$ cat config.mk
export PLATFORM = sky130hd
export DESIGN_NAME = imem_port_arbiter
export DESIGN_NICKNAME = d
export VERILOG_FILES = /design/src/rtl/imem_port_arbiter_pkg.sv /design/src/rtl/imem_port_arbiter.sv
export SDC_FILE = /design/constraint.sdc
export NUM_CORES = 1
export LEC_CHECK = 0
export ABC_AREA = 1
export BUFFER_PORTS_ARGS = -buffer_cell sky130_fd_sc_hd__buf_2
export CORE_AREA = 2 2 142 144
export CTS_CLUSTER_DIAMETER = 150
export CTS_CLUSTER_SIZE = 30
export DETAILED_ROUTE_END_ITERATION = 7
export DIE_AREA = 0 0 144 146
export HOLD_SLACK_MARGIN = 0.06
export PLACE_DENSITY = 0.72
export SYNTH_ARGS = -nofsm -noshare
export SYNTH_HDL_FRONTEND = slang
export SYNTH_SLANG_ARGS = --single-unit
$ cat constraint.sdc
create_clock -name clk -period 4.8 [get_ports clk]
set_input_delay 0 -clock clk [delete_from_list [all_inputs] [get_ports clk]]
set_output_delay 0 -clock clk [all_outputs]
set_load 0.005 [all_outputs]
$ cat src/rtl/imem_port_arbiter_pkg.sv
// Shared types and helpers for the instruction-memory port arbiter.
package imem_port_arbiter_pkg;

  typedef enum logic [2:0] {
    S_IDLE,
    S_WAIT_IFU,
    S_WAIT_DBG,
    S_DRAIN,
    S_RESP_IFU,
    S_RESP_DBG
  } e_imem_arb_state;

  typedef enum logic {
    ARB_IFU,
    ARB_DBG
  } e_imem_arb_port;

  // Port to grant when at least one requester is a candidate; on a conflict
  // the port that did not win last time goes first.
  function automatic e_imem_arb_port pick_port(input logic           ifu_cand,
                                               input logic           dbg_req,
                                               input e_imem_arb_port last_grant);
    if (ifu_cand && dbg_req) return (last_grant == ARB_IFU) ? ARB_DBG : ARB_IFU;
    if (ifu_cand)            return ARB_IFU;
    return ARB_DBG;
  endfunction

endpackage

$ cat src/rtl/imem_port_arbiter.sv
// Shares the single-ported instruction memory between the IFU fetch port and a
// debug/loader port. One transaction in flight, round-robin on conflicts,
// squashes IFU fetches made stale by a flush, and aborts on a memory timeout.
module imem_port_arbiter
  import imem_port_arbiter_pkg::*;
#(
  parameter int DATA_WIDTH = 64,
  parameter int TIMEOUT    = 255
) (
  input  logic                  clk,
  input  logic                  rst,
  input  logic                  ifu_load_en_i,
  input  logic [DATA_WIDTH-1:0] ifu_load_addr_i,
  output logic                  ifu_load_busy_o,
  output logic                  ifu_load_rdy_o,
  output logic [31:0]           ifu_load_insn_o,
  input  logic                  flush_i,
  input  logic                  dbg_req_i,
  input  logic                  dbg_we_i,
  input  logic [DATA_WIDTH-1:0] dbg_addr_i,
  input  logic [31:0]           dbg_wdata_i,
  output logic                  dbg_gnt_o,
  output logic                  dbg_rvalid_o,
  output logic [31:0]           dbg_rdata_o,
  output logic                  mem_req_o,
  output logic                  mem_we_o,
  output logic [DATA_WIDTH-1:0] mem_addr_o,
  output logic [31:0]           mem_wdata_o,
  input  logic [31:0]           mem_rdata_i,
  input  logic                  mem_rvalid_i,
  output logic                  err_o
);

  localparam int               CNT_W    = $clog2(TIMEOUT + 1);
  localparam logic [CNT_W-1:0] CNT_LAST = CNT_W'(TIMEOUT - 1);

  e_imem_arb_state       state_q, state_d;
  e_imem_arb_port        last_grant_q, last_grant_d;
  e_imem_arb_port        pick;
  logic [CNT_W-1:0]      cnt_q, cnt_d;
  logic                  ifu_cand, timeout_hit;

  logic                  mem_req_d, mem_we_d, dbg_gnt_d, ifu_rdy_d, dbg_rvalid_d, err_d;
  logic [DATA_WIDTH-1:0] mem_addr_d;
  logic [31:0]           mem_wdata_d, insn_d, dbg_rdata_d;

  // A flush in the same cycle means the IFU pc is stale, so it cannot win.
  assign ifu_cand    = ifu_load_en_i && !flush_i;
  // Counter holds the number of cycles already spent waiting; this is the last allowed one.
  assign timeout_hit = (cnt_q == CNT_LAST);
  assign pick        = pick_port(ifu_cand, dbg_req_i, last_grant_q);
  // Busy covers RESP_IFU too, so the IFU cannot re-issue its pre-increment pc.
  assign ifu_load_busy_o = (state_q != S_IDLE);

  // Next-state and next-output decode; every output is registered below.
  always_comb begin
    // NOTE: every signal gets a default before the case, so no path can infer a latch.
    state_d      = state_q;
    last_grant_d = last_grant_q;
    cnt_d        = cnt_q + 1'b1;
    mem_req_d    = 1'b0;
    mem_we_d     = mem_we_o;
    mem_addr_d   = mem_addr_o;
    mem_wdata_d  = mem_wdata_o;
    dbg_gnt_d    = 1'b0;
    ifu_rdy_d    = 1'b0;
    dbg_rvalid_d = 1'b0;
    insn_d       = ifu_load_insn_o;
    dbg_rdata_d  = dbg_rdata_o;
    err_d        = err_o;

    unique case (state_q)
      S_IDLE: begin
        cnt_d = '0;
        if (ifu_cand || dbg_req_i) begin
          mem_req_d    = 1'b1;
          last_grant_d = pick;
          if (pick == ARB_IFU) begin
            mem_we_d   = 1'b0;
            mem_addr_d = ifu_load_addr_i;
            state_d    = S_WAIT_IFU;
          end else begin
            mem_we_d    = dbg_we_i;
            mem_addr_d  = dbg_addr_i;
            mem_wdata_d = dbg_wdata_i;
            dbg_gnt_d   = 1'b1;
            state_d     = S_WAIT_DBG;
          end
        end
      end
      S_WAIT_IFU: begin
        if (mem_rvalid_i) begin
          if (!flush_i) begin
            insn_d    = mem_rdata_i;
            ifu_rdy_d = 1'b1;
            state_d   = S_RESP_IFU;
          end else begin
            state_d = S_IDLE;
          end
        end else if (timeout_hit) begin
          err_d   = 1'b1;
          state_d = S_IDLE;
        end else if (flush_i) begin
          cnt_d   = '0;
          state_d = S_DRAIN;
        end
      end
      S_DRAIN: begin
        if (mem_rvalid_i) begin
          state_d = S_IDLE;
        end else if (timeout_hit) begin
          err_d   = 1'b1;
          state_d = S_IDLE;
        end
      end
      S_WAIT_DBG: begin
        if (mem_rvalid_i) begin
          dbg_rdata_d  = mem_we_o ? 32'h0 : mem_rdata_i;
          dbg_rvalid_d = 1'b1;
          state_d      = S_RESP_DBG;
        end else if (timeout_hit) begin
          err_d   = 1'b1;
          state_d = S_IDLE;
        end
      end
      S_RESP_IFU, S_RESP_DBG: begin
        cnt_d   = '0;
        state_d = S_IDLE;
      end
      default: begin
        cnt_d   = '0;
        state_d = S_IDLE;
      end
    endcase
  end

  // State, round-robin pointer, watchdog counter and registered outputs.
  always_ff @(posedge clk or posedge rst) begin
    // NOTE: sequential state uses non-blocking assignments so all registers update together.
    if (rst) begin
      state_q         <= S_IDLE;
      last_grant_q    <= ARB_DBG;
      cnt_q           <= '0;
      mem_req_o       <= 1'b0;
      mem_we_o        <= 1'b0;
      mem_addr_o      <= '0;
      mem_wdata_o     <= '0;
      dbg_gnt_o       <= 1'b0;
      ifu_load_rdy_o  <= 1'b0;
      dbg_rvalid_o    <= 1'b0;
      ifu_load_insn_o <= '0;
      dbg_rdata_o     <= '0;
      err_o           <= 1'b0;
    end else begin
      state_q         <= state_d;
      last_grant_q    <= last_grant_d;
      cnt_q           <= cnt_d;
      mem_req_o       <= mem_req_d;
      mem_we_o        <= mem_we_d;
      mem_addr_o      <= mem_addr_d;
      mem_wdata_o     <= mem_wdata_d;
      dbg_gnt_o       <= dbg_gnt_d;
      ifu_load_rdy_o  <= ifu_rdy_d;
      dbg_rvalid_o    <= dbg_rvalid_d;
      ifu_load_insn_o <= insn_d;
      dbg_rdata_o     <= dbg_rdata_d;
      err_o           <= err_d;
    end
  end

endmodule
# == Word level (Yosys, flattened, before mapping) ==
# Index checks and enable logic that the tools add are counted.
# Widths: inputs -> output; s select.
# word_totals
ff_bits,178
in_bits,199
# classes
addsub,1
n_eq_ne,6
n_mux,35
bitwise,2
reduce_logical,14
# op_table
cell,n
$mux 64,1
$mux 32,1
$mux 3,8
$mux 8,3
$mux 1,19
$pmux 8 s2,1
$pmux 3 s4,1
$reduce_and 3->1,3
$add 8x1->8 const B,1
$eq 8x8->1 const B,1
$eq 3x2->1 const B,2
$reduce_and 2->1,3
$ne 4x4->1 const B,1
$eq 3x1->1 const B,1
$logic_not 3->1,1
$reduce_bool 3->1,1
$reduce_or 3->1,1
$logic_and 1x1->1,2
$mux 2,1
$ne 2x2->1 const B,1
$not 1->1,2
$reduce_or 2->1,1
$logic_not 1->1,1
$logic_or 1x1->1,1

# == Longest topological paths before layout ==
# Gate-level depths: netlist of the first run.
# logic_depth
word_depth,10
mapped_depth,9

# == Worst setup path before layout of the first run ==
# OpenSTA, ideal clock, no wires.
# synth_path
path_kind,reg-to-reg
startpoint,register cnt_q[0]
endpoint,register cnt_q[5]
setup_time_ps,137
arrival_ps,1257
t_required_ps,4663
path_slack_ps,3406
path_stages_with_launch,9
path_buffers,0
synth_period_minus_slack_ps,1394
cell_sequence,dfrtp_1 > inv_1 > ha_1 > inv_1 > nor2_1 > nand2_1 > nand2_1 > o21ai_1 > nor2_1
# synth_between
elab_chain_len,5
elab_cells_between_ends,6
# synth_lines
item,line_no,source
"start, declared",imem_port_arbiter.sv:40,"logic [CNT_W-1:0] cnt_q, cnt_d;"
"start signal, assigned",imem_port_arbiter.sv:157,cnt_q <= cnt_d;
$add 8x1->8,imem_port_arbiter.sv:60,cnt_d = cnt_q + 1'b1;
$mux 8,imem_port_arbiter.sv:103,end else if (flush_i) begin
$mux 8,imem_port_arbiter.sv:100,end else if (timeout_hit) begin
$mux 8,imem_port_arbiter.sv:92,if (mem_rvalid_i) begin
$pmux 8 s2 (*),imem_port_arbiter.sv:72,unique case (state_q)
net cnt_d[5],imem_port_arbiter.sv:40,
# Mark *: on every way through the listed nets, which the timed path passes. The rest lies on a longest branch.
# A chain may end at the register's enable or synchronous reset.

# == Worst setup path after layout of the first run ==
# layout_path
startpoint,register state_q[1]
endpoint,register mem_addr_o[13]
# layout_between
elab_chain_len,2
# layout_lines
item,line_no,source
"start, declared",imem_port_arbiter.sv:37,"e_imem_arb_state state_q, state_d;"
"start signal, assigned",imem_port_arbiter.sv:155,state_q <= state_d;
$logic_not 3->1,imem_port_arbiter.sv:72,
$reduce_and 2->1 (no line),n/a,
"end signal, assigned",imem_port_arbiter.sv:160,mem_addr_o <= mem_addr_d;
"end, declared",imem_port_arbiter.sv:27,"output logic [DATA_WIDTH-1:0] mem_addr_o,"
# Every way passes these cells.

==> out/metrics.yaml, run 1 <==
run_status:
  status: "finished clean"
global_routing:
  track_usage: 0.243
  grt_max_degree: 179
  grt_first_pass_wirelength_microns: 40400
  grt_pass1_vias: 8097
  antenna_found_initial: 0
  grt_overflow: 0
layout:
  fillers: 1515
  seq_area_sq_um: 4460
  drive_gt1_frac: 0.317
  antenna-diode-count: 0
  fin_util: 0.623
  final_nets: 1561
  area_growth_pct: 58.5
  final_cell_mix: "365 x buf_2, 245 x nand2_1, 197 x dlygate4sd3_1, 177 x dfrtp_1, 101 x o21ai_1"
  multi_input_area_sq_um: 2600
  layout_commonest_cell: "buf_2"
die:
  die_h_microns: 146
  num_rows: 51
  die_area_sq_um: 21000
  io_pins: 366
  core_area_sq_um: 19300
  dieWidth_microns: 144
  initial_core_util: 0.393
clock_network:
  cts_buffers: 17
  cts-hold-fix-buffers: 197
  post-cts-setup-buffers: 0
  cts_repair_resize_count: 0
  cts_tree: "built"
  clk_path_buf_depth: 2
  cts.clk_slew.worst_paths_ns: 0.07
  clk-insertion-delay-late_ns: 0.43
  root_buffer: "clkbuf_16"
  htreeDepth: 4
  cts.sinks: 178
setup_path:
  crit_buf_inv: 2
  r2r-end: "mem_addr_o[13]"
  r2r_start: "state_q[1]"
  cp_max_fo: 68
  start_kind: "register"
  slowest_stage: "inv_2"
  reg2regPathDepth: 7
  max_stage_delay_ns: 0.68
  arrival_ns: 3.44
  r2r_slack_ns: 1.66
  end_kind: "register"
  required_ns: 5.10
  critPathKind: "register to register"
  crit_family: "buffers and inverters"
  crit_chain: "nor2_4, nand2_4, nor2_8, inv_2, nand2_1, o21ai_1, dlygate4sd3_1"
place:
  gp_congestion: 0.875
  dp_hpwl_microns: 15200
  port_buffers: 365
timing:
  post-route-period-util: 0.654
  setup_violations: 0
  slew_headroom: 0.233
  fin_tns_setup_ns: 0
  rsz0062_at_grt: "false"
  slew_viol_final: 0
  max_freq_mhz: 319
  tightest_slew_ns: 1.15
  period_needed_ns: 3.14
  fin_skew_ns: 0.0115
  hold_violations: 0
synthesis:
  postSynthAreaPerCell_sq_um: 9.20
  synthesis.instances: 826
  synth_simple_gate_area_share: 0.179
  synth-xor-area-share: 0.00691
  ys_seq_area_frac: 0.586
  ys_warn_count: 0
  syn-cell-area_sq_um: 7600
  synthAdderAreaFrac: 0.00329
  synth_compound_area_frac: 0.153
  syn-num-nets: 1027
  yosysTopAreaCellShare: 0.583
  synth_largest_area_cell: "dfrtp_1"
  synthTopCellsByArea: "dfrtp_1 58%, nand2_1 12%, o21ai_1 6.7%"
  synth.distinct_cells: 27
  synth_top_family_by_area: "simple AND/OR/NAND/NOR gates"
  synth_mux_area_frac: 0
  ys_seq_elements: 178
detailed_routing:
  drtIter0Drc: 389
  dr.pass1.iters: 7
  routed_wl_microns: 26100
  ant_nets: 0
  wl_per_cell_microns: 15.9
  highest_layer: "met4"
  wl_met2_microns: 12800
  met1Wirelength_microns: 9870
  wl_met3_microns: 2280
  vias: 7979
  vias_per_cell: 4.87
  remaining_drc_errors: 0
hold_path:
  hold_path_startpoint: "flush_i"
  hold_path_class: "input pin to register"
  min_to: "cnt_q[6]"
  min_path_cells: 4
power:
  power_leakage_nw: 6.37
  irDropWorstVdd_mv: 0.327
  p_per_area_nw_per_um2: 580
job:
  drv_cap: 0
==> logic make-up after synthesis <==
| group | count (synthesis) |
|---|---|
| and+or+nand+nor | 341 |
| AOI/OAI and AO/OA | 198 |
| DFF | 178 |
| buffers and inverters | 101 |
| xor gates and xnor gates | 6 |
| adders and majority gates | 2 |
==> metrics by stage <==
step | worst slack, ns | hold slack, ns | instance area (sq um) | power, mW | instances
after global placement | 2.28 | 0.193 | 9450 | 4.78 | 1409
after global routing | 1.49 | 0.180 | 12000 | 7.44 | 1638
after CTS | 1.75 | 0.142 | 12000 | 6.92 | 1638
after floorplan | 2.52 | 0.110 | 7600 | 3.85 | 826
final | 1.66 | 0.157 | 12000 | 6.98 | 1638
after detailed placement | 2.25 | 0.197 | 9450 | 4.85 | 1409
==> synthesized netlist by cell type (all sizes together) <==
| cell | n |
|---|---|
| a21oi | 1 |
| buf | 42 |
| clkbuf | 9 |
| dfrtp | 177 |
| dfstp | 1 |
| ha | 2 |
| inv | 50 |
| nand2 | 250 |
| nand3 | 6 |
| nor2 | 85 |
| o211ai | 1 |
| o21ai | 163 |
| o21bai | 1 |
| o31ai | 32 |
| xnor2 | 2 |
| xor2 | 4 |
==> state kept, by name, indices dropped and copies added (netlist names) <==
register	cells
ifu_load_insn_o	32
cnt_q	8
mem_addr_o	64
mem_req_o	1
err_o	1
last_grant_q	1
ifu_load_rdy_o	1
dbg_rvalid_o	1
state_q	3
dbg_rdata_o	32
mem_we_o	1
dbg_gnt_o	1
mem_wdata_o	32
==> worst max path at each step <==
stage | to | slack, ns | cells past startpoint | from
global route | mem_addr_o[14] | 1.49 | 7 | state_q[1]
finish | mem_addr_o[13] | 1.66 | 7 | state_q[1]
floorplan | cnt_q[0] | 2.52 | 1 | rst
global placement | mem_we_o | 2.28 | 7 | state_q[1]
CTS | mem_addr_o[63] | 1.75 | 7 | state_q[2]
detailed placement | mem_wdata_o[0] | 2.25 | 7 | state_q[2]
==> power breakdown <==
group          total, mW  switching, mW  leakage [nW]  internal (mW)
clock               1.47          0.657         0.308          0.813
combinational       2.97           1.51          3.83           1.46
sequential          2.54          0.365          2.23           2.17
total               6.98           2.53          6.37           4.45
==> worst reg2reg max path: cells and delay by family (launching register included) <==
| family | cells | cell delay, ns |
|---|---|---|
| compound gates | 1 | 0.11 |
| simple gates | 4 | 1.14 |
| flops | 1 | 0.42 |
| buf+inv | 2 | 1.35 |
==> cell type report <==
cell class              instances  share of cell area
clock buffers                  18              0.0365
clock inverters                14              0.0154
inverters                      50              0.0159
multi-input cells             547               0.216
flip-flops and latches        178               0.370
well taps                     265              0.0275
repair buffers                566               0.319
==> per-layer routing <==
metal  up-vias  global-route usage
met3        75              0.0694
li1       3725                   -
met5         -                   0
met4         0               0.121
met1      3739               0.275
met2       440               0.417
(Power assumes the default switching activity.)
==> run 2, diff against run 1 <==
--- a/config.mk
+++ b/config.mk
@@ -5,15 +5,15 @@
 export SDC_FILE = /design/constraint.sdc
 export NUM_CORES = 1
 export LEC_CHECK = 0
-export ABC_AREA = 1
+export ABC_AREA = 0
 export BUFFER_PORTS_ARGS = -buffer_cell sky130_fd_sc_hd__buf_2
-export CORE_AREA = 2 2 142 144
+export CORE_AREA = 2 2 141 143
 export CTS_CLUSTER_DIAMETER = 150
 export CTS_CLUSTER_SIZE = 30
 export DETAILED_ROUTE_END_ITERATION = 7
-export DIE_AREA = 0 0 144 146
+export DIE_AREA = 0 0 143 145
 export HOLD_SLACK_MARGIN = 0.06
-export PLACE_DENSITY = 0.72
+export PLACE_DENSITY = 0.7
 export SYNTH_ARGS = -nofsm -noshare
 export SYNTH_HDL_FRONTEND = slang
 export SYNTH_SLANG_ARGS = --single-unit
==> constraint.sdc (replaced) <==
create_clock -name clk -period 3.06 [get_ports clk]
set_input_delay 0 -clock clk [delete_from_list [all_inputs] [get_ports clk]]
set_output_delay 0 -clock clk [all_outputs]
set_load 0.005 [all_outputs]
==> out/metrics.yaml, run 2 <==
timing:
  fin_tns_setup_ns: 0  # unchanged
  period_needed_ns: 2.43  # -0.707 ns
  hold_violations: 0  # unchanged
  whs_ns: 0.113  # -0.0440 ns
  slew_viol_final: 0  # unchanged
  fin_skew_ns: 0.0145  # +0.00296 ns
  slew_headroom: 0.285  # +0.0525
  setup_violations: 0  # unchanged
  rsz0062_at_grt: "false"
  max_freq_mhz: 411  # +29%
  tightest_slew_ns: 1.07  # -0.0788 ns
  post-route-period-util: 0.795  # +0.141
power:
  p_clk_frac: 0.215  # +0.004
  irDropWorstVdd_mv: 0.405  # +24%
  intPower_mw: 6.73  # +51%
  p_comb_frac: 0.379  # -0.047
  power_mw: 10.1  # +45%
  p_per_area_nw_per_um2: 834  # +44%
  power_leakage_nw: 6.03  # -5.3%
  p_switching_mw: 3.39  # +34%
  sequentialPowerShare: 0.406  # +0.042
  swShare: 0.335  # -0.0283
synthesis:
  synth_largest_area_cell: "dfrtp_1"
  ys_warn_count: 0  # unchanged
  synth_edf_count: 0  # unchanged
  syn-cell-area_sq_um: 7530  # -0.87%
  synth_mux_area_frac: 0.191  # +0.191
  synth-xor-area-share: 0.00698  # +0.0000609
  synthTopCellsByArea: "dfrtp_1 59%, mux2i_1 8.5%, o21ai_0 6.4%"
  synth_simple_gate_area_share: 0.0967  # -0.0821
  synthTopCellsByCount: "177 x dfrtp_1, 101 x nand2_1, 96 x o21ai_0"
  yosysTopAreaCellShare: 0.588  # +0.00513
  ys_seq_area_frac: 0.591  # +0.00516
  synth_compound_area_frac: 0.0782  # -0.0746
  yosys.cell_count.top_type: "dfrtp_1"
  synth_top_flop_cell: "dfrtp_1"
  ys_seq_elements: 178  # unchanged
  synthAdderAreaFrac: 0.00332  # +0.0000290
  syn-num-nets: 828  # -19%
  postSynthAreaPerCell_sq_um: 12.0  # +31%
  synthesis.instances: 627  # -24%
  synth_top_family_by_area: "multiplexers"
  synth.distinct_cells: 39  # +44%
  synth-async-reset-ratio: 1.00  # unchanged
layout:
  finish.instance_area_sq_um: 12100  # +0.75%
  fin_util: 0.632  # +0.00883
  antenna-diode-count: 0  # unchanged
  layout_commonest_cell: "buf_2"
  drive_gt1_frac: 0.391  # +0.0744
  regMostFlops: "mem_addr_o"
  largest_reg_flops: 64  # unchanged
  final_nets: 1376  # -12%
  area_growth_pct: 61.1
  final_cell_mix: "365 x buf_2, 196 x dlygate4sd3_1, 177 x dfrtp_1, 101 x nand2_1, 96 x o21ai_0"
global_routing:
  grt_first_pass_wirelength_microns: 36300  # -10%
  grt_overflow: 0  # unchanged
  antenna_found_initial: 0  # unchanged
  grt_pass1_vias: 7323  # -9.6%
  grt_max_degree: 133  # -26%
  track_usage: 0.224  # -0.0194
clock_network:
  root_buffer: "clkbuf_16"
  cts.sinks: 178  # unchanged
  post-cts-setup-buffers: 0  # unchanged
  cts_buffers: 17  # unchanged
  cts_tree: "built"
  htreeDepth: 4  # unchanged
  clk_path_buf_depth: 2  # unchanged
  cts.clk_slew.worst_paths_ns: 0.07  # about the same
  clk-insertion-delay-late_ns: 0.42  # about the same
setup_path:
  reg2regPathDepth: 5  # -2
  arrival_ns: 2.71  # -0.73 ns
  crit_chain: "o21a_4, buf_12, mux2i_1, dlygate4sd3_1, o21ai_0"
  required_ns: 3.34  # -1.76 ns
  crit_buf_inv: 2  # unchanged
  critPathKind: "register to register"
  end_kind: "register"
  r2r_slack_ns: 0.63  # -1.03 ns
  r2r-end: "mem_addr_o[8]"
  slowest_stage: "dlygate4sd3_1"
  crit_family: "buffers and inverters"
  cp_max_fo: 49  # -28%
  r2r_start: "last_grant_q"
  start_kind: "register"
  max_stage_delay_ns: 0.57  # -0.11 ns
detailed_routing:
  wl_per_cell_microns: 16.0  # +0.19%
  vias: 6805  # -15%
  wl_met3_microns: 1580  # -31%
  routed_wl_microns: 23200  # -11%
  met1Wirelength_microns: 8850  # -10%
  highest_layer: "met4"
  vias_per_cell: 4.69  # -3.7%
  remaining_drc_errors: 0  # unchanged
  ant_nets: 0  # unchanged
  wl_met2_microns: 11600  # -9.6%
  dr.pass1.iters: 5  # -2
  drtIter0Drc: 188  # -52%
die:
  initial_core_util: 0.392  # -0.000841
  io_pins: 366  # unchanged
  die_h_microns: 145  # -0.68%
  core_area_sq_um: 19200  # -0.66%
  die_area_sq_um: 20700  # -1.4%
  dieWidth_microns: 143  # -0.69%
  num_rows: 51  # unchanged
hold_path:
  min_to: "cnt_q[0]"
  min_path_cells: 4  # unchanged
  hold_path_startpoint: "flush_i"
  hold_path_class: "input pin to register"
run_status:
  status: "finished clean"
place:
  gp_congestion: 0.822  # -6.1%
  port_buffers: 365  # unchanged
  placed_cell_area_sq_um: 9590  # +1.5%
  dp_hpwl_microns: 13900  # -8.9%
job:
  drv_cap: 0  # unchanged
==> run 2: cell type report <==
type                    count  area [sq um]
clock buffers              18           439
multi-input cells         403          2840
fillers                  1453          7070
flip-flops and latches    178          4460
inverters                   8          33.8
clock inverters            12           146
repair buffers            567          3880
well taps                 265           332
==> run 2: kinds of logic (layout without fill, tap and decap cells) <==
| logic type | count (synthesis) | after routing |
|---|---|---|
| buffers and inverters | 46 | 605 |
| flip-flops | 178 | 178 |
| AND/OR/NAND/NOR | 158 | 158 |
| multiplexers | 128 | 128 |
| XOR/XNOR | 6 | 6 |
| AO/OA/AOI/OAI | 109 | 109 |
| adder cells (fa/ha/maj) | 2 | 2 |
==> run 2: metal layers <==
layer  up-vias  GRT usage
met3        81     0.0571
met5         -          0
met1      3180      0.249
met4         0      0.119
li1       3232          -
met2       312      0.388
==> run 2: power groups by stage <==
stage	logic [mW]	registers (mW)	clock network, mW
2_1_floorplan	1.83	4.17	0
3_3_place_gp	3.44	4.11	0
3_5_place_dp	3.55	4.13	0
4_1_cts	3.80	4.10	2.26
5_1_grt	4.21	4.26	2.33
6_report	3.83	4.11	2.18
==> run 2: timing repair <==
item	in CTS	in global routing
resized for setup	0	0
setup endpoints to repair	0	0
hold buffers	196	0
hold endpoints to repair	190	0
==> run 2: worst max path at each step <==
| stage | depth (start not counted) | to | start | slack (ns) |
|---|---|---|---|---|
| floorplan | 1 | cnt_q[0] | rst | 0.78 |
| global placement | 5 | dbg_rdata_o[0] | state_q[2] | 0.90 |
| detailed placement | 5 | dbg_rdata_o[0] | state_q[2] | 0.84 |
| CTS | 5 | mem_addr_o[63] | last_grant_q | 0.70 |
| global route | 5 | mem_addr_o[55] | last_grant_q | 0.54 |
| finish | 5 | mem_addr_o[8] | last_grant_q | 0.63 |
==> run 2: worst min-delay path: cells and delay by family <==
kind,cells,cell delay [ns]
AO/OA/AOI/OAI,1,0.18
buffers and inverters,1,0.11
AND/OR/NAND/NOR,2,0.19
==> run 2: metrics by stage <==
step | setup slack [ns] | std cells
final | 0.629 | 1451
after CTS | 0.701 | 1451
after detailed placement | 0.841 | 1225
after global routing | 0.540 | 1451
after floorplan | 0.780 | 627
after global placement | 0.896 | 1225
